### src/rtl/pixel_arb_pkg.sv
// Shared defaults and encodings for the pixel RAM arbiter.
package pixel_arb_pkg;

  localparam int ADDR_W_DEFAULT = 17;
  localparam int DATA_W_DEFAULT = 8;

  // Which requester owns the read data returning from the RAM next cycle
  typedef enum logic [1:0] {
    TAG_NONE = 2'd0,
    TAG_DISP = 2'd1,
    TAG_CONV = 2'd2
  } tag_e;

  // Which conv requester wins a tie between read and write
  typedef enum logic {
    RD_NEXT = 1'b0,
    WR_NEXT = 1'b1
  } ptr_e;

endpackage

### src/rtl/pixel_arb_rr.sv
// Two-way round-robin pick between conv read and conv write, with its pointer.
module pixel_arb_rr
  import pixel_arb_pkg::*;
(
  input  logic clk,
  input  logic rst_n,
  input  logic en,
  input  logic rd_req,
  input  logic wr_req,
  output logic rd_gnt,
  output logic wr_gnt
);

  ptr_e ptr_q;
  ptr_e ptr_d;

  // Pick a winner; a lone requester wins regardless of the pointer
  always_comb begin
    rd_gnt = en && rd_req && (!wr_req || (ptr_q == RD_NEXT));
    wr_gnt = en && wr_req && (!rd_req || (ptr_q == WR_NEXT));
    ptr_d  = ptr_q;
    if (rd_gnt) begin
      ptr_d = WR_NEXT;
    end else if (wr_gnt) begin
      ptr_d = RD_NEXT;
    end
  end

  // Pointer moves only on a conv grant, toward the other requester
  always_ff @(posedge clk) begin
    if (!rst_n) begin
      ptr_q <= RD_NEXT;
    end else begin
      ptr_q <= ptr_d;
    end
  end

endmodule

### src/rtl/pixel_ram_arbiter.sv
// Single-port pixel RAM arbiter: display scanout first, then conv read/write
// round-robin. One access per cycle, reads return one cycle after grant.
module pixel_ram_arbiter
  import pixel_arb_pkg::*;
#(
  parameter int ADDR_W = ADDR_W_DEFAULT,
  parameter int DATA_W = DATA_W_DEFAULT,
  parameter int CNT_W  = 16
) (
  input  logic              clk,
  input  logic              rst_n,
  input  logic              disp_req,
  input  logic [ADDR_W-1:0] disp_addr,
  output logic              disp_gnt,
  output logic              disp_rvalid,
  output logic [DATA_W-1:0] disp_rdata,
  input  logic              conv_rd_req,
  input  logic [ADDR_W-1:0] conv_rd_addr,
  output logic              conv_rd_gnt,
  output logic              conv_rvalid,
  output logic [DATA_W-1:0] conv_rdata,
  input  logic              conv_wr_req,
  input  logic [ADDR_W-1:0] conv_wr_addr,
  input  logic [DATA_W-1:0] conv_wr_data,
  output logic              conv_wr_gnt,
  output logic [ADDR_W-1:0] ram_addr,
  output logic              ram_we,
  output logic [DATA_W-1:0] ram_wdata,
  input  logic [DATA_W-1:0] ram_rdata,
  output logic [CNT_W-1:0]  conflict_cnt
);

  tag_e              tag_q;
  tag_e              tag_d;
  logic [ADDR_W-1:0] addr_q;
  logic [ADDR_W-1:0] addr_d;
  logic [CNT_W-1:0]  cnt_q;
  logic [CNT_W-1:0]  cnt_d;
  logic              conv_en;

  assign conv_en = rst_n && !disp_req;

  pixel_arb_rr u_rr (
    .clk    (clk),
    .rst_n  (rst_n),
    .en     (conv_en),
    .rd_req (conv_rd_req),
    .wr_req (conv_wr_req),
    .rd_gnt (conv_rd_gnt),
    .wr_gnt (conv_wr_gnt)
  );

  // Display always wins; drive the RAM from whoever was granted, else hold address
  always_comb begin
    disp_gnt  = rst_n && disp_req;
    ram_we    = conv_wr_gnt;
    ram_wdata = conv_wr_gnt ? conv_wr_data : '0;
    if (disp_gnt) begin
      ram_addr = disp_addr;
    end else if (conv_rd_gnt) begin
      ram_addr = conv_rd_addr;
    end else if (conv_wr_gnt) begin
      ram_addr = conv_wr_addr;
    end else begin
      ram_addr = addr_q;
    end
    addr_d = ram_addr;
  end

  // Next read tag and saturating count of denied conv cycles
  always_comb begin
    tag_d = TAG_NONE;
    if (disp_gnt) begin
      tag_d = TAG_DISP;
    end else if (conv_rd_gnt) begin
      tag_d = TAG_CONV;
    end
    cnt_d = cnt_q;
    if ((conv_rd_req || conv_wr_req) && !conv_rd_gnt && !conv_wr_gnt && (cnt_q != '1)) begin
      cnt_d = cnt_q + CNT_W'(1);
    end
  end

  // State registers; reset clears tag, held address and counter
  always_ff @(posedge clk) begin
    if (!rst_n) begin
      tag_q  <= TAG_NONE;
      addr_q <= '0;
      cnt_q  <= '0;
    end else begin
      tag_q  <= tag_d;
      addr_q <= addr_d;
      cnt_q  <= cnt_d;
    end
  end

  // Read data returns to the tagged requester; nothing is reported during reset
  always_comb begin
    disp_rvalid  = rst_n && (tag_q == TAG_DISP);
    conv_rvalid  = rst_n && (tag_q == TAG_CONV);
    disp_rdata   = ram_rdata;
    conv_rdata   = ram_rdata;
    conflict_cnt = cnt_q;
  end

endmodule

### config.mk
export PLATFORM = sky130hd
export DESIGN_NAME = pixel_ram_arbiter
export DESIGN_NICKNAME = d
export VERILOG_FILES = /design/src/rtl/pixel_arb_pkg.sv /design/src/rtl/pixel_arb_rr.sv /design/src/rtl/pixel_ram_arbiter.sv
export SDC_FILE = /design/constraint.sdc
export NUM_CORES = 1
export LEC_CHECK = 0
export CORE_UTILIZATION = 37
export DETAILED_ROUTE_END_ITERATION = 12
export PLACE_DENSITY_LB_ADDON = 0.05
export SLEW_MARGIN = 10
export SYNTH_ARGS = -nofsm -noshare
export SYNTH_HDL_FRONTEND = slang
export SYNTH_HIERARCHICAL = 1
export SYNTH_SLANG_ARGS = --single-unit
### constraint.sdc
create_clock -name clk -period 2.8 [get_ports clk]
set_input_delay 0.28 -clock clk [delete_from_list [all_inputs] [get_ports clk]]
set_output_delay 0.28 -clock clk [all_outputs]
set_load 0.03 [all_outputs]
==> run_results.csv, run 1 <==
group,metric,value,unit
setup_path,startpoint_type,"input port",
layout,fillCellCount,523,
synth,synth-edff-count,0,
cts,clk_pin_slew,0.08,ns
synth,yosysUniqueCellTypes,34,
min_path,hold_class,"register to register",
floorplan,die_h,79.08,um
cts,numCtsBuffers,5,
run_status,status,"complete, no violations",
placement,pre_cts_slack,-0.09205,ns
floorplan,coreArea,5608,um^2
synth,syn-instance-count,261,
route,dr.pass1.iters,4,
sta,finalMaxSlewViolations,0,
layout,design_area,3421,um^2
sta,grt_setup_unrepaired,"no",
setup_path,critPathKind,"input port to primary output",
sta,tightest_slew,0.5869,ns
cts,clock_latency,0.29,ns
global_routing,grt_start_max_net_pins,37,
sta,hold_violations,0,
job,cap_violations,0,
synth,synth_seq_cells,36,
cts,cts_sinks,36,
floorplan,start_util,39.20,%
route,post_drt_wl_per_cell,13.54,um
layout,layout-drive-gt1-share,17.58,%
sta,finalSetupViolations,0,
placement,post_dp_cell_area,3331,um^2
global_routing,antenna_found_initial,0,
sta,finalCriticalPeriod,2.667,ns
global_routing,use_met3,5.287,%
layout,final_core_util,61.00,%
setup_path,crit_path_end_kind,"primary output",
route,viasPerCell,4.968,
setup_path,crit_fanout,14,
synth,async_reset_ff_share,0,%
synth,synth_top_area_share,32.78,%
floorplan,die_w,79.08,um
floorplan,io_pins,135,
layout,diodes,0,
setup_path,crit_chain,"clkdlybuf4s50_1 -> clkinv_1 -> nor2_1 -> nand2_1 -> a21oi_4 -> buf_12 -> mux2i_1 -> o21ai_0 -> mux2_2 -> dlygate4sd2_1",
global_routing,overflow,0,
route,ant_nets,0,
setup_path,critPathSlowestCell,"clkdlybuf4s50_1",
global_routing,gr-usage-met2,31.90,%
setup_path,cp_data_arrival_time,2.39,ns
sta,post-route-period-util,95.26,%
synth,yosys-top-cells-area,"dfxtp_1 (33%), mux2i_1 (11%), mux2_2 (8.7%), and2_1 (7.7%), buf_4 (5.8%)",
power,pwr_density_cell,397.7,nW/um^2
synth,yosysSeqAreaShare,32.78,%
sta,fin_skew,0.008594,ns
synth,netlist_area,2198,um^2
setup_path,crit_required,2.52,ns
global_routing,grt_pass1_vias,1954,
power,vdd_ir_drop_max,0.3110,mV
sta,fin_ws,0.1326,ns
power,p_leak,1.310,nW
floorplan,fp-row-count,27,
cts,ctsHtreeMaxLevel,2,
placement,portBuffers,110,
route,drtIter0Drc,103,
synth,avgSynthCellArea,8.423,um^2
cts,cts_tree,"built",
sta,slew_headroom,60.55,%
setup_path,cpPeakStageDelay,0.49,ns
layout,layout.nets,436,
route,route.detailed.drc,0,
cts,cts_setup_buffers,0,
global_routing,track_usage,19.12,%
layout,area_delta_synth_final,55.61,%
route,wirelength,5902,um
placement,hpwl,4305,um
global_routing,gr-max-usage-layer,"met2",
synth,synth_warnings,6,
synth,yosys.area.top_type,"dfxtp_1",
placement,gp_congestion,0.8326,
cts,ctsRootBufferMaster,"clkbuf_8",
cts,clock_path_buffers,2,
route,via_count,2166,
synth,synth_commonest_cells,"dfxtp_1 (36), nand2_1 (32), and2_1 (27)",
synth,synthMostInstantiatedCell,"dfxtp_1",
synth,syn_nets,334,
global_routing,use_met1,23.57,%
floorplan,dieArea,6254,um^2
sta,clock.fmax,0.3749,GHz
global_routing,grt_pass1_wl,9335,um
synth,synth_ff_type,"dfxtp_1",
[critical path: cells and delay by family]
family,cells,cell delay [ns]
multiplexers,2,0.49
AO/OA/AOI/OAI,2,0.28
AND/OR/NAND/NOR,2,0.23
buffers and inverters,4,1.11
[report_power, final]
group / total, mW / internal, mW / switching, mW
Clock: 0.464 / 0.264 / 0.200
Combinational: 0.353 / 0.188 / 0.165
Sequential: 0.544 / 0.534 / 0.00983
[state kept, by name (all words and copies together), names as in the netlist]
signal,flops
addr_q,17
u_rr/ptr_q,1
tag_q,2
conflict_cnt,16
[cell usage in the layout, fill, tap and decap left out, types with 2 or more instances in the layout]
cell type        count
a21oi_1              8
clkdlybuf4s50_1     80
buf_4               30
nand3_1              4
nand4_1              5
dlygate4sd2_1       13
o21ai_0             21
and2_1              27
dfxtp_1             36
or3_1                2
nand2_1             32
mux2i_1             24
or4_1                6
nor4_1               7
nand2b_1             8
buf_12               3
nor2_1               5
inv_1                7
clkbuf_8             5
o31ai_1              4
mux2_2              17
[layer usage]
metal  share of wire [%]  vias to the layer above  wire length, um
li1                    -                     1101                -
met1                  42                      979             2481
met2                  49                       78             2871
met3                 8.0                        8              475
met4                 1.2                        0               73
met5                   0                        -                0
[what timing repair did]
action | CTS | global route
hold endpoints to repair | 0 | 0
hold buffers | 0 | 0
gates cloned | 0 | 0
gates resized for setup | 14 | 2
setup endpoints to repair | 14 | 1
[cell families (layout without fill, tap and decap cells)]
kind of cell,after synthesis,in the layout,share of synthesized area [%]
simple gates,104,104,26.52
compound gates,39,39,10.07
flops,36,36,32.78
buf+inv,40,143,10.42
fa+ha+maj,1,1,0.5691
mux,41,41,19.64
[layout make-up]
cell class / count / area (um^2) / share of cell area [%]
multi-input cells: 185 / 1264 / 36.94
clock inverters: 3 / 42.54 / 1.244
flip-flops and latches: 36 / 720.7 / 21.07
repair buffers: 127 / 1205 / 35.22
inverters: 8 / 30.03 / 0.8778
clock buffers: 5 / 68.82 / 2.012
well taps: 72 / 90.09 / 2.634
[per-stage QoR]
step                total power, mW  hold WS [ns]  setup TNS, ns  instances
finish                        1.360        0.5022              0        436
global route                  1.425        0.5347              0        436
CTS                           1.374        0.5031              0        436
detailed placement           0.9275        0.4902        -0.4961        428
global placement             0.9242        0.4851        -0.3743        428
floorplan                    0.7794        0.3959              0        261
[path summary, 6_finish.rpt]
check | slack, ns | cells past startpoint | start | endpoint
worst min-delay path | 0.50 | 2 | conflict_cnt[5] | conflict_cnt[5]
worst max register to register | 0.56 | 7 | u_rr/ptr_q | conflict_cnt[15]
worst min register to register | 0.50 | 2 | conflict_cnt[5] | conflict_cnt[5]
worst max-delay path | 0.13 | 10 | rst_n | ram_addr[10]
Power figures use the tool's default switching activity.
==> inputs of run 2 (changes only) <==
SLEW_MARGIN = 30   (was 10)
==> results of run 2 <==
Same layout as run 1: the final DEF is identical, and so are final timing and power.
==> inputs of run 3 (changes only) <==
==> constraint.sdc (replaced) <==
create_clock -name clk -period 2.8 [get_ports clk]
set_input_delay 0.56 -clock clk [delete_from_list [all_inputs] [get_ports clk]]
set_output_delay 0.56 -clock clk [all_outputs]
set_load 0.03 [all_outputs]
==> run_results.csv, run 3 (synthesis gave the netlist of run 1 again) <==
group,metric,value,unit
layout,layout.nets,446,
route,route.detailed.drc,0,
sta,clock.fmax,0.3701,GHz
sta,finalMaxSlewViolations,0,
setup_path,startpoint_type,"input port",
global_routing,track_usage,19.02,%
layout,largest_reg_flops,17,
sta,slew_headroom,61.55,%
cts,numCtsBuffers,5,
cts,clock_path_buffers,2,
cts,ctsRootBufferMaster,"clkbuf_8",
floorplan,fp-row-count,27,
route,ant_nets,0,
sta,hold_violations,0,
layout,final_core_util,63.90,%
min_path,hold_class,"register to register",
layout,fillCellCount,519,
placement,hpwl,4472,um
power,p_leak,1.423,nW
sta,fin_skew,0.003948,ns
layout,diodes,0,
floorplan,dieArea,6254,um^2
setup_path,crit_fanout,5,
global_routing,grt_pass1_vias,2024,
route,post_drt_wl_per_cell,13.67,um
run_status,status,"complete, no violations",
sta,finalSetupViolations,0,
layout,layout-drive-gt1-share,24.87,%
power,pwr_density_cell,397.2,nW/um^2
layout,mostFrequentLayoutCells,"clkdlybuf4s50_1 (75), dfxtp_1 (36), buf_4 (34)",
floorplan,coreArea,5608,um^2
job,cap_violations,0,
route,via_count,2241,
floorplan,die_w,79.08,um
sta,finalCriticalPeriod,2.702,ns
setup_path,crit_path_end_kind,"primary output",
setup_path,crit_chain,"buf_2 -> clkinv_4 -> nor2_4 -> nand2_2 -> a21oi_4 -> buf_12 -> buf_16 -> mux2i_1 -> o21ai_1 -> mux2_4 -> buf_4",
route,dr.pass1.iters,4,
cts,cts_tree,"built",
floorplan,die_h,79.08,um
sta,finalSetupTns,0,ns
setup_path,cpPeakStageDelay,0.27,ns
cts,clk_pin_slew,0.07,ns
setup_path,crit_buf_inv,5,
setup_path,cp_top_family,"buffers and inverters",
floorplan,io_pins,135,
placement,gp_congestion,0.8677,
global_routing,grt_start_max_net_pins,37,
global_routing,antenna_found_initial,0,
sta,grt_setup_unrepaired,"no",
global_routing,grt_pass1_wl,9349,um
route,wirelength,6099,um
route,drtIter0Drc,49,
sta,tightest_slew,0.5708,ns
layout,final_common_cell,"clkdlybuf4s50_1",
cts,cts.hold.buffers_added,0,
cts,ctsHtreeMaxLevel,2,
sta,post-route-period-util,96.49,%
cts,clock_latency,0.28,ns
layout,regMostFlops,"addr_q",
power,vdd_ir_drop_max,0.2073,mV
layout,area_delta_synth_final,63.01,%
setup_path,critPathKind,"input port to primary output",
layout,stdcell_count,446,
floorplan,start_util,39.20,%
placement,portBuffers,110,
setup_path,critPathSlowestCell,"mux2_4",
global_routing,overflow,0,
placement,dp.cells,433,
route,viasPerCell,5.025,
setup_path,crit_required,2.24,ns
cts,cts_sinks,36,
setup_path,cp_data_arrival_time,2.14,ns
[run 3: worst paths after layout]
check                                       from                to  slack, ns  cells past startpoint
worst max register to register        u_rr/ptr_q   conflict_cnt[9]       0.53                      8
worst min-delay path            conflict_cnt[11]  conflict_cnt[11]       0.51                      2
worst min register to register  conflict_cnt[11]  conflict_cnt[11]       0.51                      2
worst max-delay path                       rst_n      ram_addr[14]        0.1                     11
[run 3: timing repair]
action	CTS	global route
setup endpoints to repair	17	12
pin swaps	1	1
setup buffers	3	1
cloned	1	0
resized for setup	85	7
[run 3: tightest hold or removal path: cells and delay by family (launching register included)]
| kind | cells | cell delay [ns] |
|---|---|---|
| flops | 1 | 0.35 |
| simple gates | 1 | 0.07 |
| mux | 1 | 0.05 |
[run 3: area by class of cell]
type / instances / area (um^2) / area share (%)
clock inverter: 1 / 30.03 / 0.8380
tap: 72 / 90.09 / 2.514
multi-input combinational: 185 / 1326 / 37.01
clock buffer: 7 / 96.34 / 2.689
timing repair buffer: 137 / 1285 / 35.86
inverter: 8 / 35.03 / 0.9777
sequential: 36 / 720.7 / 20.11
[run 3: metal layers]
| metal | wire length, um | share of wire, % | up-vias | global-route usage [%] |
|---|---|---|---|---|
| met3 | 504 | 8.3 | 9 | 4.368 |
| li1 | - | - | 1123 | - |
| met5 | 0 | 0 | - | 0 |
| met1 | 2570 | 42 | 1030 | 23.50 |
| met2 | 2988 | 49 | 79 | 32.67 |
| met4 | 36 | 0.59 | 0 | 5.636 |
[run 3: where the power goes]
part | switching (mW) | total [mW] | internal, mW
clock | 0.188 | 0.503 | 0.314
combinational | 0.174 | 0.377 | 0.202
sequential | 0.00959 | 0.544 | 0.534
total | 0.372 | 1.42 | 1.05
[run 3: per-stage QoR]
| step | instance area [um^2] | hold WS (ns) | total power, mW | worst slack [ns] |
|---|---|---|---|---|
| final | 3583 | 0.5087 | 1.423 | 0.09835 |
| after detailed placement | 3458 | 0.4977 | 0.9489 | -0.6654 |
| after floorplan | 2286 | 0.5248 | 0.7976 | 0.006005 |
| after CTS | 3588 | 0.5087 | 1.439 | 0.007410 |
| after global placement | 3458 | 0.4860 | 0.9442 | -0.6008 |
| after global routing | 3583 | 0.5374 | 1.482 | 0.01801 |
